--- src/rtl/aes_round_sched.sv ---
// Sequencer for one AES-128 block through a shared single-round datapath.
// Holds the state register, round counter and round-key index; one block in flight.
module aes_round_sched #(
   parameter int NR = 10,
   parameter int KW = 4
) (
   input  logic            clk,
   input  logic            rst,
   input  logic            in_valid,
   output logic            in_ready,
   input  logic [127:0]    in_data,
   output logic [KW-1:0]   key_addr,
   input  logic [127:0]    key_in,
   output logic [127:0]    dp_state,
   output logic [127:0]    dp_key,
   output logic            dp_skip_mix,
   input  logic [127:0]    dp_result,
   output logic            out_valid,
   input  logic            out_ready,
   output logic [127:0]    out_data,
   output logic            busy
);

   typedef enum logic [1:0] {
      S_IDLE  = 2'd0,
      S_ROUND = 2'd1,
      S_FINAL = 2'd2,
      S_DONE  = 2'd3
   } state_t;

   localparam logic [KW-1:0] LP_LAST_ROUND = KW'(NR - 1);
   localparam logic [KW-1:0] LP_FINAL_KEY  = KW'(NR);
   localparam logic [KW-1:0] LP_ONE        = KW'(1);

   state_t           r_state;
   state_t           w_state_nxt;
   logic [127:0]     r_state_reg;
   logic [KW-1:0]    r_round_cnt;
   logic             w_accept;

   assign w_accept = in_valid & in_ready;
   assign dp_state = r_state_reg;
   assign dp_key   = key_in;
   assign out_data = r_state_reg;

   // FSM state register plus the two FSM-decoded registered outputs
   always_ff @(posedge clk or posedge rst) begin
      if (rst) begin
         r_state   <= S_IDLE;
         out_valid <= 1'b0;
         busy      <= 1'b0;
      end else begin
         r_state   <= w_state_nxt;
         out_valid <= (w_state_nxt == S_DONE);
         busy      <= (w_state_nxt != S_IDLE);
      end
   end

   // Next-state logic
   always_comb begin
      w_state_nxt = r_state;
      case (r_state)
         S_IDLE:  w_state_nxt = w_accept ? S_ROUND : S_IDLE;
         S_ROUND: w_state_nxt = (r_round_cnt == LP_LAST_ROUND) ? S_FINAL : S_ROUND;
         S_FINAL: w_state_nxt = S_DONE;
         S_DONE: begin
            if (out_ready) begin
               w_state_nxt = in_valid ? S_ROUND : S_IDLE;
            end else begin
               w_state_nxt = S_DONE;
            end
         end
         default: w_state_nxt = S_IDLE;
      endcase
   end

   // Combinational outputs; DONE presents key 0 so a back-to-back accept loads correctly
   always_comb begin
      in_ready    = 1'b0;
      key_addr    = '0;
      dp_skip_mix = 1'b0;
      case (r_state)
         S_IDLE:  in_ready = 1'b1;
         S_ROUND: key_addr = r_round_cnt;
         S_FINAL: begin
            key_addr    = LP_FINAL_KEY;
            dp_skip_mix = 1'b1;
         end
         S_DONE:  in_ready = out_ready;
         default: in_ready = 1'b0;
      endcase
   end

   // State register and round counter
   always_ff @(posedge clk or posedge rst) begin
      if (rst) begin
         r_state_reg <= 128'h0;
         r_round_cnt <= '0;
      end else if (w_accept) begin
         r_state_reg <= in_data ^ key_in;
         r_round_cnt <= LP_ONE;
      end else if (r_state == S_ROUND) begin
         r_state_reg <= dp_result;
         r_round_cnt <= r_round_cnt + LP_ONE;
      end else if (r_state == S_FINAL) begin
         r_state_reg <= dp_result;
      end else begin
         r_state_reg <= r_state_reg;
         r_round_cnt <= r_round_cnt;
      end
   end

endmodule

--- config.mk ---
export PLATFORM = sky130hd
export DESIGN_NAME = aes_round_sched
export DESIGN_NICKNAME = d
export VERILOG_FILES = /design/src/rtl/aes_round_sched.sv
export SDC_FILE = /design/constraint.sdc
export NUM_CORES = 1
export LEC_CHECK = 0
export BUFFER_PORTS_ARGS = -buffer_cell sky130_fd_sc_hd__buf_2
export CORE_AREA = 3 3 298 300
export CTS_CLUSTER_DIAMETER = 30
export DETAILED_ROUTE_END_ITERATION = 8
export DIE_AREA = 0 0 301 303
export PLACE_DENSITY = 0.3
export SETUP_SLACK_MARGIN = 0.5
export SLEW_MARGIN = 5
export SYNTH_ARGS = -nofsm -noshare
export SYNTH_HDL_FRONTEND = slang
export SYNTH_SLANG_ARGS = --single-unit
--- constraint.sdc ---
create_clock -name clk -period 9.3 [get_ports clk]
set_clock_uncertainty 0.05 [all_clocks]
set_input_delay 0.465 -clock clk [delete_from_list [all_inputs] [get_ports clk]]
set_output_delay 0.465 -clock clk [all_outputs]
set_load 0.1 [all_outputs]
==> results of run 1 <==
[layout make-up]
class / count / area, um2
well taps: 1155 / 1450
repair buffers: 789 / 3990
diodes: 4 / 10.0
fillers: 9906 / 73000
flip-flops and latches: 136 / 3400
multi-input cells: 551 / 4020
clock buffers: 18 / 439
clock inverters: 14 / 139
inverters: 5 / 23.8
[cell usage after synthesis, types with 2 or more instances]
cell      count
clkbuf_2      4
mux2i_1     128
nor2_1        3
buf_2        16
o21ai_2       9
o21ai_1     100
o21ai_0      19
nand3b_1      2
nor2b_1       3
xor2_1      130
clkbuf_1     12
ha_1          6
buf_4       265
buf_6        16
nand2_1       3
dfrtp_1     136
a21oi_1       6
inv_1         5
nand3_1     128
and3_1        2
[worst register-to-register path, cell delays in order, from the launching register on]
cell	delay, ns
dfrtp_1	0.38
inv_1	0.07
ha_1	0.38
nor2b_4	0.29
and2_4	0.82
buf_4	0.84
o21ai_1	0.24
[metal layers]
metal	GRT usage, %	vias up	part of all wire (%)
met3	3.04	45	8.0
met2	17.9	482	52
met5	0	-	0.11
met1	10.7	4317	38
met4	3.08	8	1.8
li1	-	4148	-
[worst max-delay path by stage]
stage | endpoint | slack, ns | cells after the start | startpoint
global route | dp_state[48] | 5.85 | 6 | r_state[0]
CTS | dp_state[63] | 6.06 | 6 | r_state[0]
floorplan | busy | 5.15 | 1 | rst
global placement | dp_state[113] | 6.15 | 6 | r_state[0]
finish | dp_state[48] | 6.08 | 6 | r_state[0]
detailed placement | dp_state[118] | 6.07 | 6 | r_state[0]
[cell families (layout without fill, tap and decap cells)]
| group | after synthesis | after routing | share of synthesized area (%) |
|---|---|---|---|
| DFF | 136 | 136 | 34.9 |
| muxes | 128 | 128 | 13.1 |
| xor gates and xnor gates | 131 | 131 | 11.8 |
| AOI/OAI and AO/OA | 139 | 139 | 7.69 |
| buffers and inverters | 318 | 826 | 23.9 |
| other | 0 | 4 | 0 |
| adders and majority gates | 6 | 6 | 0.770 |
| and+or+nand+nor | 147 | 147 | 7.79 |
[metrics by stage]
stage	cells	worst slack, ns	instance area [um2]
2_1_floorplan	1005	5.15	9750
3_3_place_gp	2635	6.15	12900
3_5_place_dp	2635	6.07	12900
4_1_cts	2668	6.06	13500
5_1_grt	2671	5.85	13500
6_report	2672	6.08	13500
[what timing repair did]
action | in CTS | in global routing
gates resized for setup | 0 | 0
hold buffers | 1 | 0
hold endpoints to repair | 36 | 0
==> flow_summary.yaml, run 1 <==
outcome:
  status: "complete, no violations"
finish:
  most-common-layout-cells: "779 x buf_2, 136 x dfrtp_1, 130 x xor2_1, 128 x mux2i_1, 128 x nand3_1"
  syn2layout_area_growth_pct: 38.1
  final_util_pct: 15.6
  drive_gt1_share_pct: 55.1
  fin_nets: 1894
  mostFrequentLayoutCell: "buf_2"
  largest_reg_flops: 128
setup_path:
  r2r-end: "dp_state[48]"
  end_kind: "register"
  r2r_start: "r_state[0]"
  r2r_cells: 6
  worstSetupStartpointType: "register"
  slowest_delay_ns: 0.82
  path_cells: "inv_1 > ha_1 > nor2b_4 > and2_4 > buf_4 > o21ai_1"
  required_ns: 9.57
  crit_slowest_cell: "and2_4"
  crit_fanout: 75
  path_buf_inv: 2
  crit_family: "simple AND/OR/NAND/NOR gates"
  arrival_ns: 3.49
  r2r_slack_ns: 6.08
  worstSetupPathType: "register to register"
cts:
  cts.reportedPaths.clkPinSlew_ns: 0.08
  cts_buffers: 17
  clk_latency_ns: 0.48
  clock-root-buffer: "clkbuf_16"
  post_cts_buffers: 0
  cts_buffer_depth: 2
  clock_sinks: 136
  cts_tree: "done"
  cts_htree_levels: 4
grt:
  first_global_vias: 9379
  grt_overflow: 0
  grt.total_usage_pct: 9.76
  antenna_found_initial: 10
  grt_max_degree: 87
  grt_pass1_wl_um: 64500
synthesis:
  synth_area_per_cell_um2: 9.70
  ys.warnings.count: 0
  syn_inst: 1005
  synth.net_count: 1399
  synth.yosys.seq_area_share_pct: 34.9
  synth_edf_count: 0
  yosys-top-cells-area: "dfrtp_1 35%, buf_4 20%, mux2i_1 13%, xor2_1 12%, nand3_1 6.6%"
  synthesis.area_um2: 9750
  yosysTopAreaCell: "dfrtp_1"
  ys_ff_latch: 136
  synthArstFlopShare_pct: 100
  synth_cell_types: 32
  synth_top_area_share_pct: 34.9
  synth_flop_cell: "dfrtp_1"
place:
  port_buffers: 779
  place_congestion: 0.811
  hpwlAfterDp_um: 38400
floorplan:
  coreArea_um2: 86500
  num_rows: 108
  fp.dieW_um: 301
  pin_count: 780
  die_h_um: 303
  start_util_pct: 11.3
  dieArea_um2: 91200
drt:
  first_iter_violations: 311
  avgViaCountPerCell: 3.37
  drt_wl_total_um: 47300
  ant_nets: 0
  num_vias: 9000
  post_drt_wl_per_cell_um: 17.7
  drc: 0
  drtPass1Iterations: 4
sta:
  slew_violations: 0
  rsz0062_at_grt: "false"
  tns_ns: 0
  setup_viol: 0
  fin_crit_sh_pct: 34.7
  finalHoldViolations: 0
  period_needed_ns: 3.22
  whs_ns: 0.213
  fmaxAchievable_mhz: 310
  slew_headroom_pct: 29.6
  worst_slew_pin_slew_ns: 1.06
worst_hold_path:
  hp-start: "dp_result[116]"
  hold_end: "dp_state[116]"
  holdPathStages: 3
  hold_path_class: "primary input to register"
flow_run:
  max_cap_viol_count: 0
Power of run 1 is not shown: default switching activity piles up to over one toggle a cycle in this logic, so the estimate is an artifact.
==> inputs of run 2 (changes only) <==
--- a/config.mk
+++ b/config.mk
@@ -5,12 +5,13 @@
 export SDC_FILE = /design/constraint.sdc
 export NUM_CORES = 1
 export LEC_CHECK = 0
+export ABC_AREA = 1
 export BUFFER_PORTS_ARGS = -buffer_cell sky130_fd_sc_hd__buf_2
-export CORE_AREA = 3 3 298 300
+export CORE_AREA = 3 3 299 301
 export CTS_CLUSTER_DIAMETER = 30
 export DETAILED_ROUTE_END_ITERATION = 8
-export DIE_AREA = 0 0 301 303
-export PLACE_DENSITY = 0.3
+export DIE_AREA = 0 0 302 304
+export PLACE_DENSITY = 0.32
 export SETUP_SLACK_MARGIN = 0.5
 export SLEW_MARGIN = 5
 export SYNTH_ARGS = -nofsm -noshare
==> constraint.sdc (replaced) <==
create_clock -name clk -period 2.9 [get_ports clk]
set_clock_uncertainty 0.05 [all_clocks]
set_input_delay 0.145 -clock clk [delete_from_list [all_inputs] [get_ports clk]]
set_output_delay 0.145 -clock clk [all_outputs]
set_load 0.1 [all_outputs]
==> flow_summary.yaml, run 2 <==
setup_path:
  end_kind: "output pin"
  slowest_delay_ns: 0.39
  worstSetupPathType: "register to output pin"
  cp_common_cell: "inv_1"
  worstSetupStartpointType: "register"
  path_cells: "inv_1 > ha_1 > inv_2 > nand2_4 > buf_16 > nand2_1 > inv_1 > buf_12"
  required_ns: 2.71
  crit_slowest_cell: "dfrtp_1"
  crit_fanout: 81
  arrival_ns: 2.09
  crit_family: "buffers and inverters"
  critical_path_depth: 8
  r2r_cells: 9
  path_buf_inv: 5
sta:
  setup_ws_ns: 0.611
  setup_viol: 0
  slew_headroom_pct: 50.1
  slew_violations: 0
  tns_ns: 0
  period_needed_ns: 2.29
  fmaxAchievable_mhz: 437
  whs_ns: 0.0532
  finalHoldViolations: 0
  fin_crit_sh_pct: 78.9
  worst_slew_pin_slew_ns: 0.753
  rsz0062_at_grt: "true"
cts:
  clock-root-buffer: "clkbuf_16"
  cts_buffers: 17
  cts.reportedPaths.clkPinSlew_ns: 0.06
  clock_sinks: 136
  cts_buffer_depth: 2
  clk_latency_ns: 0.46
  cts_tree: "done"
  cts_htree_levels: 4
finish:
  regArea_um2: 3400
  largest_reg_flops: 128
  fin_nets: 2861
  most-common-layout-cells: "775 x buf_2, 542 x nand2_1, 252 x inv_1, 195 x dlygate4sd3_1, 145 x nor2_1"
  multi_input_area_um2: 5070
  n_fill_cell: 9984
  drive_gt1_share_pct: 34.8
  syn2layout_area_growth_pct: 52.2
  mostFrequentLayoutCell: "buf_2"
floorplan:
  pin_count: 780
  num_rows: 108
  coreArea_um2: 86900
  start_util_pct: 13.5
  die_h_um: 304
  fp.dieW_um: 302
  dieArea_um2: 91800
synthesis:
  synth_top_area_share_pct: 29.1
  ys_ff_latch: 136
  synth.yosys.seq_area_share_pct: 29.1
  synth_area_per_cell_um2: 6.57
  synthesis.area_um2: 11700
  synthArstFlopShare_pct: 100
  synth_edf_count: 0
  synth_common_cells: "543 x nand2_1, 261 x buf_4, 253 x inv_1"
  syn_inst: 1782
  synth.net_count: 2176
  yosysMostFrequentCell: "nand2_1"
  ys.warnings.count: 0
  yosysTopAreaCell: "dfrtp_1"
  synth_flop_cell: "dfrtp_1"
  synth_cell_types: 23
  yosys-top-cells-area: "dfrtp_1 29%, nand2_1 17%, buf_4 17%, inv_1 8.1%, nand3b_1 5.1%"
flow_run:
  max_cap_viol_count: 0
outcome:
  status: "complete, no violations"
drt:
  num_vias: 12660
  ant_nets: 0
  drt_wl_total_um: 56300
  post_drt_wl_per_cell_um: 15.5
  drc: 0
  first_iter_violations: 482
  avgViaCountPerCell: 3.48
  drtPass1Iterations: 5
worst_hold_path:
  holdPathStages: 6
  hold_path_class: "primary input to register"
grt:
  first_global_vias: 12231
  grt_overflow: 0
  grt_pass1_wl_um: 78700
  grt.total_usage_pct: 11.5
  antenna_found_initial: 9
  grt_max_degree: 91
place:
  hpwlAfterDp_um: 43800
  pre_cts_ws_ns: 0.794
  port_buffers: 779
  place_congestion: 0.777
## run 2: changes by cell type in the layout (fill, tap and decap cells not counted), sizes merged, moves of 5 or more
cell         before  now
or2               0   80
nand3b            2   80
xor2            130   49
nand2             3  544
buf             788  805
inv              12  259
mux2i           128    0
nand3           128    3
nor2              4  147
dlygate4sd3       1  195
clkbuf           18   23
nand4             1   81
o21ai           128   53
## run 2: path summary, 6_finish.rpt
path                                endpoint  slack, ns          start
worst max-delay path                in_ready       0.61     r_state[0]
worst min-delay path            dp_state[96]       0.05  dp_result[96]
worst max register to register  dp_state[51]       0.64     r_state[0]
worst min register to register  dp_state[42]       0.48   dp_state[42]
max in group asynchronous       dp_state[64]       1.80            rst
min in group asynchronous       dp_state[25]       0.24            rst
## run 2: cell type report
cell class | count | share of cell area, %
Clock inverter | 13 | 0.941
Antenna cell | 1 | 0.0140
Tap cell | 1155 | 8.11
Clock buffer | 19 | 2.48
Inverter | 258 | 5.46
Multi-Input combinational cell | 1050 | 28.4
Timing Repair Buffer | 1004 | 35.5
Sequential cell | 136 | 19.1
## run 2: layer usage
layer / global-route usage [%] / wire, um / vias to the layer above / share of wire [%]
met5: 0 / 31 / - / 0.055
met4: 2.55 / 559 / 6 / 0.99
met3: 3.18 / 3780 / 28 / 6.7
met2: 21.6 / 29600 / 452 / 53
met1: 12.9 / 22300 / 5680 / 40
li1: - / - / 6494 / -
## run 2: stage by stage
stage               instance area, um2  util [%]  instances
floorplan                        11700         -       1782
finish                           17800      20.5       3636
detailed placement               15100      17.3       3397
global placement                 15100      17.3       3397
global route                     17800      20.5       3635
CTS                              17600      20.3       3624
## run 2: kinds of logic after synthesis
logic type / after synthesis / synth area share (%)
AOI/OAI and AO/OA: 58 / 2.48
xor gates and xnor gates: 49 / 3.67
adders and majority gates: 6 / 0.641
buffers and inverters: 596 / 27.9
DFF: 136 / 29.1
and+or+nand+nor: 937 / 36.3
## run 2: worst reg2reg max path, delay by kind of cell, from the launching register on
| family | cells | cell delay [ns] |
|---|---|---|
| adders and majority gates | 1 | 0.24 |
| and+or+nand+nor | 5 | 0.70 |
| DFF | 1 | 0.39 |
| buffers and inverters | 3 | 0.80 |
## run 2: repair_timing
action                                  4_1_cts  5_1_grt
endpoints found under the setup margin        2       39
hold buffers                                195        0
gates resized for setup                       2        4
cloned                                        0        4
hold endpoints to repair                    136        0
setup buffers                                 0        7
pin swaps                                     0        2
Power of run 2 is left out for the same reason.
==> inputs of run 3 (changes only) <==
==> constraint.sdc (replaced) <==
create_clock -name clk -period 1.9 [get_ports clk]
set_clock_uncertainty 0.05 [all_clocks]
set_input_delay 0.095 -clock clk [delete_from_list [all_inputs] [get_ports clk]]
set_output_delay 0.095 -clock clk [all_outputs]
set_load 0.1 [all_outputs]
==> flow_summary.yaml, run 3 (synthesis gave the netlist of run 2 again) <==
drt:
  drtPass1Iterations: 5
  drc: 0
  num_vias: 13946
  ant_nets: 0
  post_drt_wl_per_cell_um: 15.7
  avgViaCountPerCell: 3.57
  drt_wl_total_um: 61200
  first_iter_violations: 525
floorplan:
  fp.dieW_um: 302
  pin_count: 780
  num_rows: 108
  dieArea_um2: 91800
  coreArea_um2: 86900
  die_h_um: 304
  start_util_pct: 13.5
place:
  hpwlAfterDp_um: 43200
  pre_cts_ws_ns: -0.0180
  place_congestion: 0.756
  postPlaceCellArea_um2: 15600
  port_buffers: 779
sta:
  fin_crit_sh_pct: 103
  setup_viol: 57
  setup_ws_ns: -0.0632
  whs_ns: 0.00894
  finalHoldViolations: 0
  tns_ns: -1.56
  fmaxAchievable_mhz: 509
  worst_slew_pin_slew_ns: 0.611
  rsz0062_at_grt: "true"
  period_needed_ns: 1.96
  slew_headroom_pct: 59.2
  slew_violations: 0
grt:
  grt_overflow: 0
  grt_pass1_wl_um: 86500
  antenna_found_initial: 3
  first_global_vias: 14170
  grt_max_degree: 54
  grt.total_usage_pct: 12.5
setup_path:
  worstSetupStartpointType: "register"
  arrival_ns: 2.27
  r2r_start: "r_state[0]"
  slowest_delay_ns: 0.42
  required_ns: 2.20
  end_kind: "register"
  worstSetupPathType: "register to register"
  crit_fanout: 8
  r2r_cells: 11
  path_buf_inv: 6
  path_cells: "buf_6 > ha_4 > buf_6 > nor2_4 > buf_12 > buf_16 > nand2_8 > buf_12 > buf_16 > nor2_4 > nor2_2"
  r2r_slack_ns: -0.06
  r2r-end: "dp_state[93]"
  crit_slowest_cell: "dfrtp_1"
  crit_family: "buffers and inverters"
finish:
  largest_reg_flops: 128
  most-common-layout-cells: "701 x buf_2, 525 x nand2_1, 384 x dlygate4sd3_1, 248 x inv_1, 114 x dfrtp_1"
  regArea_um2: 3430
  multi_input_area_um2: 5500
  fin_nets: 3129
  mostFrequentLayoutCell: "buf_2"
  stdcell_area_um2: 22200
  drive_gt1_share_pct: 38.1
  syn2layout_area_growth_pct: 89.5
  n_fill_cell: 9609
cts:
  cts_tree: "done"
  clock-root-buffer: "clkbuf_16"
  cts.reportedPaths.clkPinSlew_ns: 0.07
  cts_buffers: 17
  cts_htree_levels: 4
  clock_sinks: 136
  cts_buffer_depth: 2
  clk_latency_ns: 0.48
outcome:
  status: "finished, violations left"
  violations: "negative setup slack"
worst_hold_path:
  hold_end: "dp_state[76]"
  hp-start: "dp_result[76]"
  holdPathStages: 6
  hold_path_class: "primary input to register"
flow_run:
  max_cap_viol_count: 0
==> run 3: changes by cell type in the layout (fill, tap and decap cells not counted), sizes merged <==
cell | previous run | this run
bufbuf | 0 | 5
clkinv | 6 | 5
buf | 805 | 874
inv | 259 | 261
dlygate4sd3 | 195 | 384
diode | 1 | 2
clkbuf | 23 | 27
==> run 3: per-layer routing <==
metal	GRT usage (%)	up-vias	routed length, um
met1	14.7	6393	25100
met3	2.40	38	3180
met4	3.03	2	883
met2	23.2	477	32100
met5	0	-	13
li1	-	7036	-
==> run 3: what timing repair did <==
item                                    4_1_cts  5_1_grt
endpoints found under the setup margin      399      399
gates cloned                                 13       11
pin swaps                                    13       50
hold buffers                                383        1
resized for setup                            96      326
buffers inserted                             20        9
endpoints found under the hold margin       140        1
==> run 3: how the worst max path moves through the flow <==
stage	startpoint	to	slack, ns	cells past startpoint
finish	r_state[0]	dp_state[93]	-0.06	11
detailed placement	r_state[1]	in_ready	-0.02	7
global route	r_state[0]	dp_state[93]	-0.16	11
floorplan	r_state[1]	key_addr[2]	-0.05	6
global placement	r_state[1]	dp_state[34]	0.008	8
CTS	r_state[0]	key_addr[2]	-0.12	6
==> run 3: area by class of cell <==
| type | instances | share of cell area, % |
|---|---|---|
| repair buffers | 1272 | 45.9 |
| multi-input cells | 1050 | 24.8 |
| flip-flops and latches | 136 | 15.5 |
| well taps | 1155 | 6.51 |
| inverters | 258 | 4.46 |
| clock buffers | 18 | 1.98 |
| clock inverters | 14 | 0.835 |
| diodes | 2 | 0.0226 |
==> run 3: worst register-to-register path, stage by stage, from the launching register on <==
cell and delay (ns):
dfrtp_1 0.42, buf_6 0.13, ha_4 0.15, buf_6 0.11, nor2_4 0.16, buf_12 0.15, buf_16 0.14, nand2_8 0.11
buf_12 0.14, buf_16 0.14, nor2_4 0.10, nor2_2 0.04
==> run 3: per-stage QoR <==
stage               utilization (%)  instances
floorplan                         -       1782
global placement               18.0       3434
global route                   25.5       3904
finish                         25.5       3905
detailed placement             18.0       3434
CTS                            24.2       3882
Power of run 3 is left out for the same reason.
